--- src/rtl/net_pkg.sv ---
// net_pkg: shared constants, FSM state type and bit-placement helper for the
// image binarizer front end and the Net classifier that consumes its output.
//   IMG_DIM  : input image side in pixels (32)
//   BLK_DIM  : side of one summed block in pixels (4)
//   GRID_DIM : side of the binary output image in blocks (8)
//   SUM_W    : block-sum width; 16*255 = 4080 fits in 12 bits
//   PIX_W    : grayscale pixel width
package net_pkg;

    localparam int IMG_DIM  = 32;
    localparam int BLK_DIM  = 4;
    localparam int GRID_DIM = 8;
    localparam int SUM_W    = 12;
    localparam int PIX_W    = 8;

    typedef enum logic [1:0] {
        IDLE    = 2'd0,
        ACCUM   = 2'd1,
        PUBLISH = 2'd2
    } binz_state_t;

    // Position of block (row, col) in the 64-bit image word; MSB is top-left.
    function automatic logic [5:0] grid_bit(input logic [2:0] row, input logic [2:0] col);
        return 6'(63 - (8 * int'(row) + int'(col)));
    endfunction

endpackage

--- src/rtl/image_binarizer_if.sv ---
// image_binarizer_if: pixel stream in, binary image out.
//   pix_valid/pix_ready/pix_data/pix_sof : raster-order pixel stream
//   img_out/img_valid                    : 8x8 binary image and update pulse
//   frame_err                            : pulse on a frame aborted by early sof
// Handshake: a pixel beat transfers on a rising clk edge where pix_valid and
// pix_ready are both 1. The source keeps pix_valid, pix_data and pix_sof
// stable until the beat transfers; pix_ready does not depend on pix_valid.
interface image_binarizer_if;
    import net_pkg::*;

    logic             pix_valid;
    logic             pix_ready;
    logic [PIX_W-1:0] pix_data;
    logic             pix_sof;
    logic [63:0]      img_out;
    logic             img_valid;
    logic             frame_err;

    modport master (
        output pix_valid, pix_data, pix_sof,
        input  pix_ready, img_out, img_valid, frame_err
    );

    modport slave (
        input  pix_valid, pix_data, pix_sof,
        output pix_ready, img_out, img_valid, frame_err
    );

endinterface

--- src/rtl/block_row_accum.sv ---
// block_row_accum: eight 12-bit block-sum accumulators for the current block
// row, plus the threshold compare that produces one bit per block.
//   clk, rst_n : clock, synchronous active-low reset
//   add_en     : add pix into accumulator col_blk
//   restart    : clear all accumulators and load pix into col_blk (new frame)
//   clear      : clear all accumulators (block row closed this beat)
//   col_blk    : block column 0..7 of the current pixel
//   pix        : pixel value
//   hit[k]     : (acc[k] + this beat) >= THRESH, column k
module block_row_accum
    import net_pkg::*;
#(
    parameter int THRESH = 2048
) (
    input  logic             clk,
    input  logic             rst_n,
    input  logic             add_en,
    input  logic             restart,
    input  logic             clear,
    input  logic [2:0]       col_blk,
    input  logic [PIX_W-1:0] pix,
    output logic [7:0]       hit
);

    logic [SUM_W-1:0] acc      [GRID_DIM];
    logic [SUM_W-1:0] acc_next [GRID_DIM];

    // The compare sees the sum including the current beat, so the closing
    // beat of a block row contributes to its own row's result.
    always_comb begin
        for (int k = 0; k < GRID_DIM; k++) begin
            acc_next[k] = acc[k];
            if (add_en && (col_blk == 3'(k))) begin
                acc_next[k] = acc[k] + SUM_W'(pix);
            end
            hit[k] = (acc_next[k] >= SUM_W'(THRESH));
        end
    end

    always_ff @(posedge clk) begin
        if (!rst_n) begin
            for (int k = 0; k < GRID_DIM; k++) acc[k] <= '0;
        end else if (restart) begin
            for (int k = 0; k < GRID_DIM; k++) begin
                acc[k] <= (col_blk == 3'(k)) ? SUM_W'(pix) : '0;
            end
        end else if (clear) begin
            for (int k = 0; k < GRID_DIM; k++) acc[k] <= '0;
        end else if (add_en) begin
            for (int k = 0; k < GRID_DIM; k++) acc[k] <= acc_next[k];
        end
    end

endmodule

--- src/rtl/image_binarizer.sv ---
// image_binarizer: sums each 4x4 block of a 32x32 8-bit raster frame,
// thresholds the sums and publishes the 8x8 result as a 64-bit word.
//   clk, rst_n : clock, synchronous active-low reset
//   bus        : pixel stream in, image/valid/frame_err out (slave side)
//   dbg_state  : current FSM state, for observation only
module image_binarizer
    import net_pkg::*;
#(
    parameter int THRESH = 2048
) (
    input  logic                    clk,
    input  logic                    rst_n,
    image_binarizer_if.slave        bus,
    output binz_state_t             dbg_state
);

    binz_state_t state;
    logic [4:0]  row;        // position of the next expected beat
    logic [4:0]  col;
    logic [63:0] shadow;
    logic [63:0] shadow_merged;
    logic [63:0] img_q;
    logic        img_valid_q;
    logic        frame_err_q;

    logic        accept;
    logic        start;
    logic        add_en;
    logic        row_close;
    logic        frame_end;
    logic [2:0]  col_blk;
    logic [7:0]  hit;

    assign bus.pix_ready = rst_n && (state != PUBLISH);
    assign accept        = bus.pix_valid && bus.pix_ready;
    // Any accepted sof starts a frame at (0,0), whether from IDLE or as an
    // early sof that aborts the frame in progress.
    assign start         = accept && bus.pix_sof;
    assign add_en        = accept && !bus.pix_sof && (state == ACCUM);
    assign row_close     = add_en && (col == 5'd31) && (row[1:0] == 2'd3);
    assign frame_end     = row_close && (row == 5'd31);
    assign col_blk       = start ? 3'd0 : col[4:2];

    block_row_accum #(
        .THRESH (THRESH)
    ) u_accum (
        .clk     (clk),
        .rst_n   (rst_n),
        .add_en  (add_en),
        .restart (start),
        .clear   (row_close),
        .col_blk (col_blk),
        .pix     (bus.pix_data),
        .hit     (hit)
    );

    // Shadow image with the current block row's compare bits dropped in;
    // used both for row close and for the final publish of row 7.
    always_comb begin
        shadow_merged = shadow;
        for (int k = 0; k < GRID_DIM; k++) begin
            shadow_merged[grid_bit(row[4:2], 3'(k))] = hit[k];
        end
    end

    always_ff @(posedge clk) begin
        if (!rst_n) begin
            state       <= IDLE;
            row         <= '0;
            col         <= '0;
            shadow      <= '0;
            img_q       <= '0;
            img_valid_q <= 1'b0;
            frame_err_q <= 1'b0;
        end else begin
            img_valid_q <= 1'b0;
            frame_err_q <= 1'b0;
            case (state)
                IDLE: begin
                    if (start) begin
                        state  <= ACCUM;
                        row    <= '0;
                        col    <= 5'd1;
                        shadow <= '0;
                    end
                end
                ACCUM: begin
                    if (accept) begin
                        if (bus.pix_sof) begin
                            frame_err_q <= !((row == 5'd0) && (col == 5'd0));
                            shadow      <= '0;
                            row         <= '0;
                            col         <= 5'd1;
                        end else begin
                            col <= col + 5'd1;
                            if (col == 5'd31) row <= row + 5'd1;
                            if (row_close) shadow <= shadow_merged;
                            if (frame_end) begin
                                img_q       <= shadow_merged;
                                img_valid_q <= 1'b1;
                                state       <= PUBLISH;
                            end
                        end
                    end
                end
                PUBLISH: begin
                    state <= IDLE;
                    row   <= '0;
                    col   <= '0;
                end
                default: state <= IDLE;
            endcase
        end
    end

    assign bus.img_out   = img_q;
    assign bus.img_valid = img_valid_q;
    assign bus.frame_err = frame_err_q;
    assign dbg_state     = state;

endmodule

--- src/flat_wrapper.sv ---
// flat-port wrapper written by rule: the top's interface ports become plain ports
module image_binarizer_flat import net_pkg::*;
#(
    parameter int THRESH = 2048
)
  (clk, rst_n, dbg_state, bus_pix_valid, bus_pix_data, bus_pix_sof, bus_pix_ready, bus_img_out, bus_img_valid, bus_frame_err);
  image_binarizer_if bus_i ();
  input  logic clk;
  input  logic rst_n;
  output binz_state_t dbg_state;
  input wire logic [$bits(bus_i.pix_valid)-1:0] bus_pix_valid;
  input wire logic [$bits(bus_i.pix_data)-1:0] bus_pix_data;
  input wire logic [$bits(bus_i.pix_sof)-1:0] bus_pix_sof;
  output wire logic [$bits(bus_i.pix_ready)-1:0] bus_pix_ready;
  output wire logic [$bits(bus_i.img_out)-1:0] bus_img_out;
  output wire logic [$bits(bus_i.img_valid)-1:0] bus_img_valid;
  output wire logic [$bits(bus_i.frame_err)-1:0] bus_frame_err;
  assign bus_i.pix_valid = bus_pix_valid;
  assign bus_i.pix_data = bus_pix_data;
  assign bus_i.pix_sof = bus_pix_sof;
  assign bus_pix_ready = bus_i.pix_ready;
  assign bus_img_out = bus_i.img_out;
  assign bus_img_valid = bus_i.img_valid;
  assign bus_frame_err = bus_i.frame_err;
  image_binarizer #(.THRESH(THRESH)) u_core (.clk(clk), .rst_n(rst_n), .bus(bus_i), .dbg_state(dbg_state));
endmodule
--- config.mk ---
export PLATFORM = sky130hd
export DESIGN_NAME = image_binarizer_flat
export DESIGN_NICKNAME = d
export VERILOG_FILES = /design/src/rtl/net_pkg.sv /design/src/rtl/image_binarizer_if.sv /design/src/rtl/block_row_accum.sv /design/src/rtl/image_binarizer.sv /design/src/flat_wrapper.sv
export SDC_FILE = /design/constraint.sdc
export NUM_CORES = 1
export LEC_CHECK = 0
export BUFFER_PORTS_ARGS = -buffer_cell sky130_fd_sc_hd__buf_2
export CORE_ASPECT_RATIO = 1.4
export CORE_MARGIN = 2
export CORE_UTILIZATION = 31
export DETAILED_ROUTE_END_ITERATION = 6
export PLACE_DENSITY = 0.45
export SLEW_MARGIN = 5
export SYNTH_ARGS = -nofsm -noshare
export SYNTH_HDL_FRONTEND = slang
export SYNTH_SLANG_ARGS = --single-unit
--- constraint.sdc ---
create_clock -name clk -period 4.5 [get_ports clk]
set_input_delay 0.225 -clock clk [delete_from_list [all_inputs] [get_ports clk]]
set_output_delay 0.225 -clock clk [all_outputs]
set_load 0.1 [all_outputs]
==> impl_metrics.env <==
export IMPL_worstSetupEndpointType="flip-flop"
export IMPL_core_area_um2=43100
export IMPL_root_buffer="clkbuf_16"
export IMPL_cts_setup_buffers=0
export IMPL_tightest_slew_ps=1200
export IMPL_synth_warning_count=0
export IMPL_syn_inst=1482
export IMPL_postRouteWirelength_um=42800
export IMPL_reg2reg_depth=9
export IMPL_yosysUniqueCellTypes=87
export IMPL_crit_chain="and3_1, ha_1, nand2_1, nor2_4, nand2_2, inv_2, buf_4, nand2_1, o211ai_1"
export IMPL_syn_area_um2=13500
export IMPL_vias=11607
export IMPL_wire_per_inst_um=20.3
export IMPL_worstReg2RegStart="u_core.col[3]$_SDFFE_PN0P_"
export IMPL_crit_path_frequent_cell="nand2_1"
export IMPL_grt_first_pass_wirelength_um=67400
export IMPL_dpl_hpwl_um=29600
export IMPL_period_minus_slack_ps=3290
export IMPL_cts_buffers=27
export IMPL_via_per_inst=5.50
export IMPL_cts_repair_resized=0
export IMPL_fmaxAchievable_mhz=304
export IMPL_postRouteAntennaNets=0
export IMPL_relSlewSlack_pct=19.7
export IMPL_clock_sinks=238
export IMPL_final_core_util_pct=35.7
export IMPL_layout_common_cells="154 x dfxtp_1, 143 x nand2_1, 134 x nand3_1, 120 x o21ai_0, 90 x nor2_1"
export IMPL_rsz0062_at_grt="false"
export IMPL_layout_commonest_cell="dfxtp_1"
export IMPL_worstSetupEndpoint="u_core.bus.img_out[35]$_SDFFE_PN0P_"
export IMPL_syn_area_per_cell_um2=9.12
export IMPL_stdcell_area_um2=15400
export IMPL_p_leak_nw=5.84
export IMPL_required_ps=4960
export IMPL_grt_total_usage_pct=18.6
export IMPL_cap_violations=0
export IMPL_drcViolationCount=0
export IMPL_cts_clk_slew_worst_paths_ps=70
export IMPL_cp_slowest_cell="dfxtp_1"
export IMPL_ctsHoldBuffers=0
export IMPL_grt_max_degree=87
export IMPL_vdd_drop_max_v=0.000281
export IMPL_setup_ws_ps=1210
export IMPL_powerDensity_nw_per_um2=343
export IMPL_synth_seq_area_share_pct=41.5
export IMPL_setup_tns_ps=0
export IMPL_die_area_um2=45300
export IMPL_yosysTopAreaCell="dfxtp_1"
export IMPL_ios=81
export IMPL_area_growth_pct=13.9
export IMPL_fp_dieH_um=251
export IMPL_crit_start="u_core.col[3]$_SDFFE_PN0P_"
export IMPL_n_fill_cell=4463
export IMPL_ff2ff_setup_slack_ps=1210
export IMPL_ctsLongestPathBuffers=3
export IMPL_async_flop_share_pct=0
export IMPL_insertion_delay_ps=560
export IMPL_gr_total_overflow=0
export IMPL_synth_nets=1575
export IMPL_ys_flop_type="dfxtp_1"
export IMPL_pre_cts_slack_ps=1210
export IMPL_globalplace_congestion=0.801
export IMPL_synthTopCellsByArea="dfxtp_1 23%, edfxtp_1 19%, ha_1 6.8%, nand3_1 5.0%, o21ai_0 4.6%"
export IMPL_r2r_end="u_core.bus.img_out[35]$_SDFFE_PN0P_"
export IMPL_antenna_cells=0
export IMPL_ys_seq_elements=238
export IMPL_initial_core_util_pct=31.4
export IMPL_crit_type="flip-flop to flip-flop"
export IMPL_synth_top_cell_area_share_pct=22.8
export IMPL_hold_viol_final=0
export IMPL_cts_tree="yes"
export IMPL_multi_input_area_um2=7510
export IMPL_cp_arrival_ps=3750
export IMPL_regArea_um2=5610
export IMPL_grt_pass1_vias=11543
export IMPL_max_stage_delay_ps=830
export IMPL_path_max_fanout=20
export IMPL_placed_area_um2=14500
export IMPL_fin_crit_sh_pct=73.2
export IMPL_synth_edf_count=84
export IMPL_drive_gt1_share_pct=13.2
export IMPL_start_kind="flip-flop"
export IMPL_grt_antenna_before_repair=0
export IMPL_portBuffers=80
export IMPL_first_pass_iters=5
export IMPL_setup_viol=0
export IMPL_outcome="complete, no violations"
export IMPL_finalNetCount=1631
export IMPL_drt_iter0_drc=726
export IMPL_hold_class="input pin to flip-flop"
export IMPL_finalMaxSlewViolations=0
export IMPL_die_width_um=181
export IMPL_skew_ps=20.6
export IMPL_num_rows=90
export IMPL_htreeDepth=1
export IMPL_hold_slack_ps=43.4
## routing by layer
layer  vias up  wire length, um  share of wire [%]  GRT usage (%)
met2       233            21500                 50           33.5
met1      5659            18800                 44           23.6
met4         0              914                2.1           4.93
met5         -                0                  0              0
met3        51             1580                3.7           2.06
li1       5664                -                  -              -
## stage by stage
stage	total power, mW	cells
after floorplan	2.84	1482
after global placement	3.02	2061
after CTS	5.36	2109
after detailed placement	3.02	2061
final	5.29	2109
after global routing	5.51	2109
## synthesized netlist by cell type (6+ instances only)
cell / n
ha_1: 73
o22ai_1: 11
or2_2: 7
a21oi_1: 85
clkbuf_1: 45
nor2b_1: 13
fa_1: 8
nand2_1: 144
and3_1: 31
xor2_1: 18
inv_1: 27
and2_1: 9
o31ai_1: 14
nand3_1: 135
o21ai_0: 124
nand2b_1: 6
o21bai_1: 9
a311oi_1: 7
dfxtp_1: 154
xnor2_1: 30
a211oi_1: 13
o2111ai_1: 8
mux2i_1: 21
buf_2: 15
a211o_1: 6
o21ai_1: 10
edfxtp_1: 84
nor3_1: 19
a31o_2: 9
buf_1: 8
o2bb2ai_1: 8
or3_1: 12
a31oi_1: 25
or4_1: 8
o211ai_1: 40
nor2_1: 91
a21boi_0: 6
nand4_1: 10
a21o_1: 18
o21a_1: 17
## worst max-delay path: cells and delay by family, from the launching register on
kind,cells,cell delay (ps)
AO/OA/AOI/OAI,1,240
adder cells (fa/ha/maj),1,300
flip-flops,1,830
buffers and inverters,2,580
AND/OR/NAND/NOR,5,1230
## cells by family (layout without fill, tap and decap cells)
family	Yosys count	count (layout)	share of synthesized area, %
xor+xnor	52	52	3.67
compound gates	453	453	21.7
mux	22	22	1.64
flops	238	238	41.5
buf+inv	104	179	3.39
fa+ha+maj	81	81	7.94
simple gates	532	532	20.2
## how the worst min path moves through the flow
stage,start,endpoint,depth (start not counted)
after global routing,rst_n,u_core.col[2]$_SDFFE_PN0P_,2
final,rst_n,u_core.col[2]$_SDFFE_PN0P_,2
after CTS,rst_n,u_core.col[2]$_SDFFE_PN0P_,2
after floorplan,bus_pix_data[6],u_core.u_accum.acc[0][6]$_DFFE_PP_,2
after global placement,u_core.shadow[0]$_SDFFE_PN0P_,u_core.shadow[0]$_SDFFE_PN0P_,2
after detailed placement,u_core.shadow[0]$_SDFFE_PN0P_,u_core.shadow[0]$_SDFFE_PN0P_,2
## final cells by class
| class | instances | share of cell area [%] |
|---|---|---|
| flip-flops and latches | 238 | 36.4 |
| multi-input cells | 1140 | 48.7 |
| repair buffers | 103 | 3.74 |
| well taps | 552 | 4.48 |
| clock buffers | 42 | 5.61 |
| clock inverters | 6 | 0.366 |
| inverters | 28 | 0.682 |
## state kept, by name (all words and copies together) (netlist names), named ones only
| signal | cells |
|---|---|
| u_core.u_accum.acc | 89 |
| u_core.bus.img_out | 64 |
| u_core.shadow | 64 |
| u_core.col | 5 |
| u_core.row | 5 |
| u_core.dbg_state | 2 |
| u_core.bus.frame_err | 1 |
| u_core.bus.img_valid | 1 |
## report_power, final
| part | internal [mW] | switching (mW) |
|---|---|---|
| clock | 1.37 | 0.944 |
| combinational | 0.226 | 0.413 |
| sequential | 2.29 | 0.0463 |
| total | 3.88 | 1.40 |
Power figures use the tool's default switching activity.
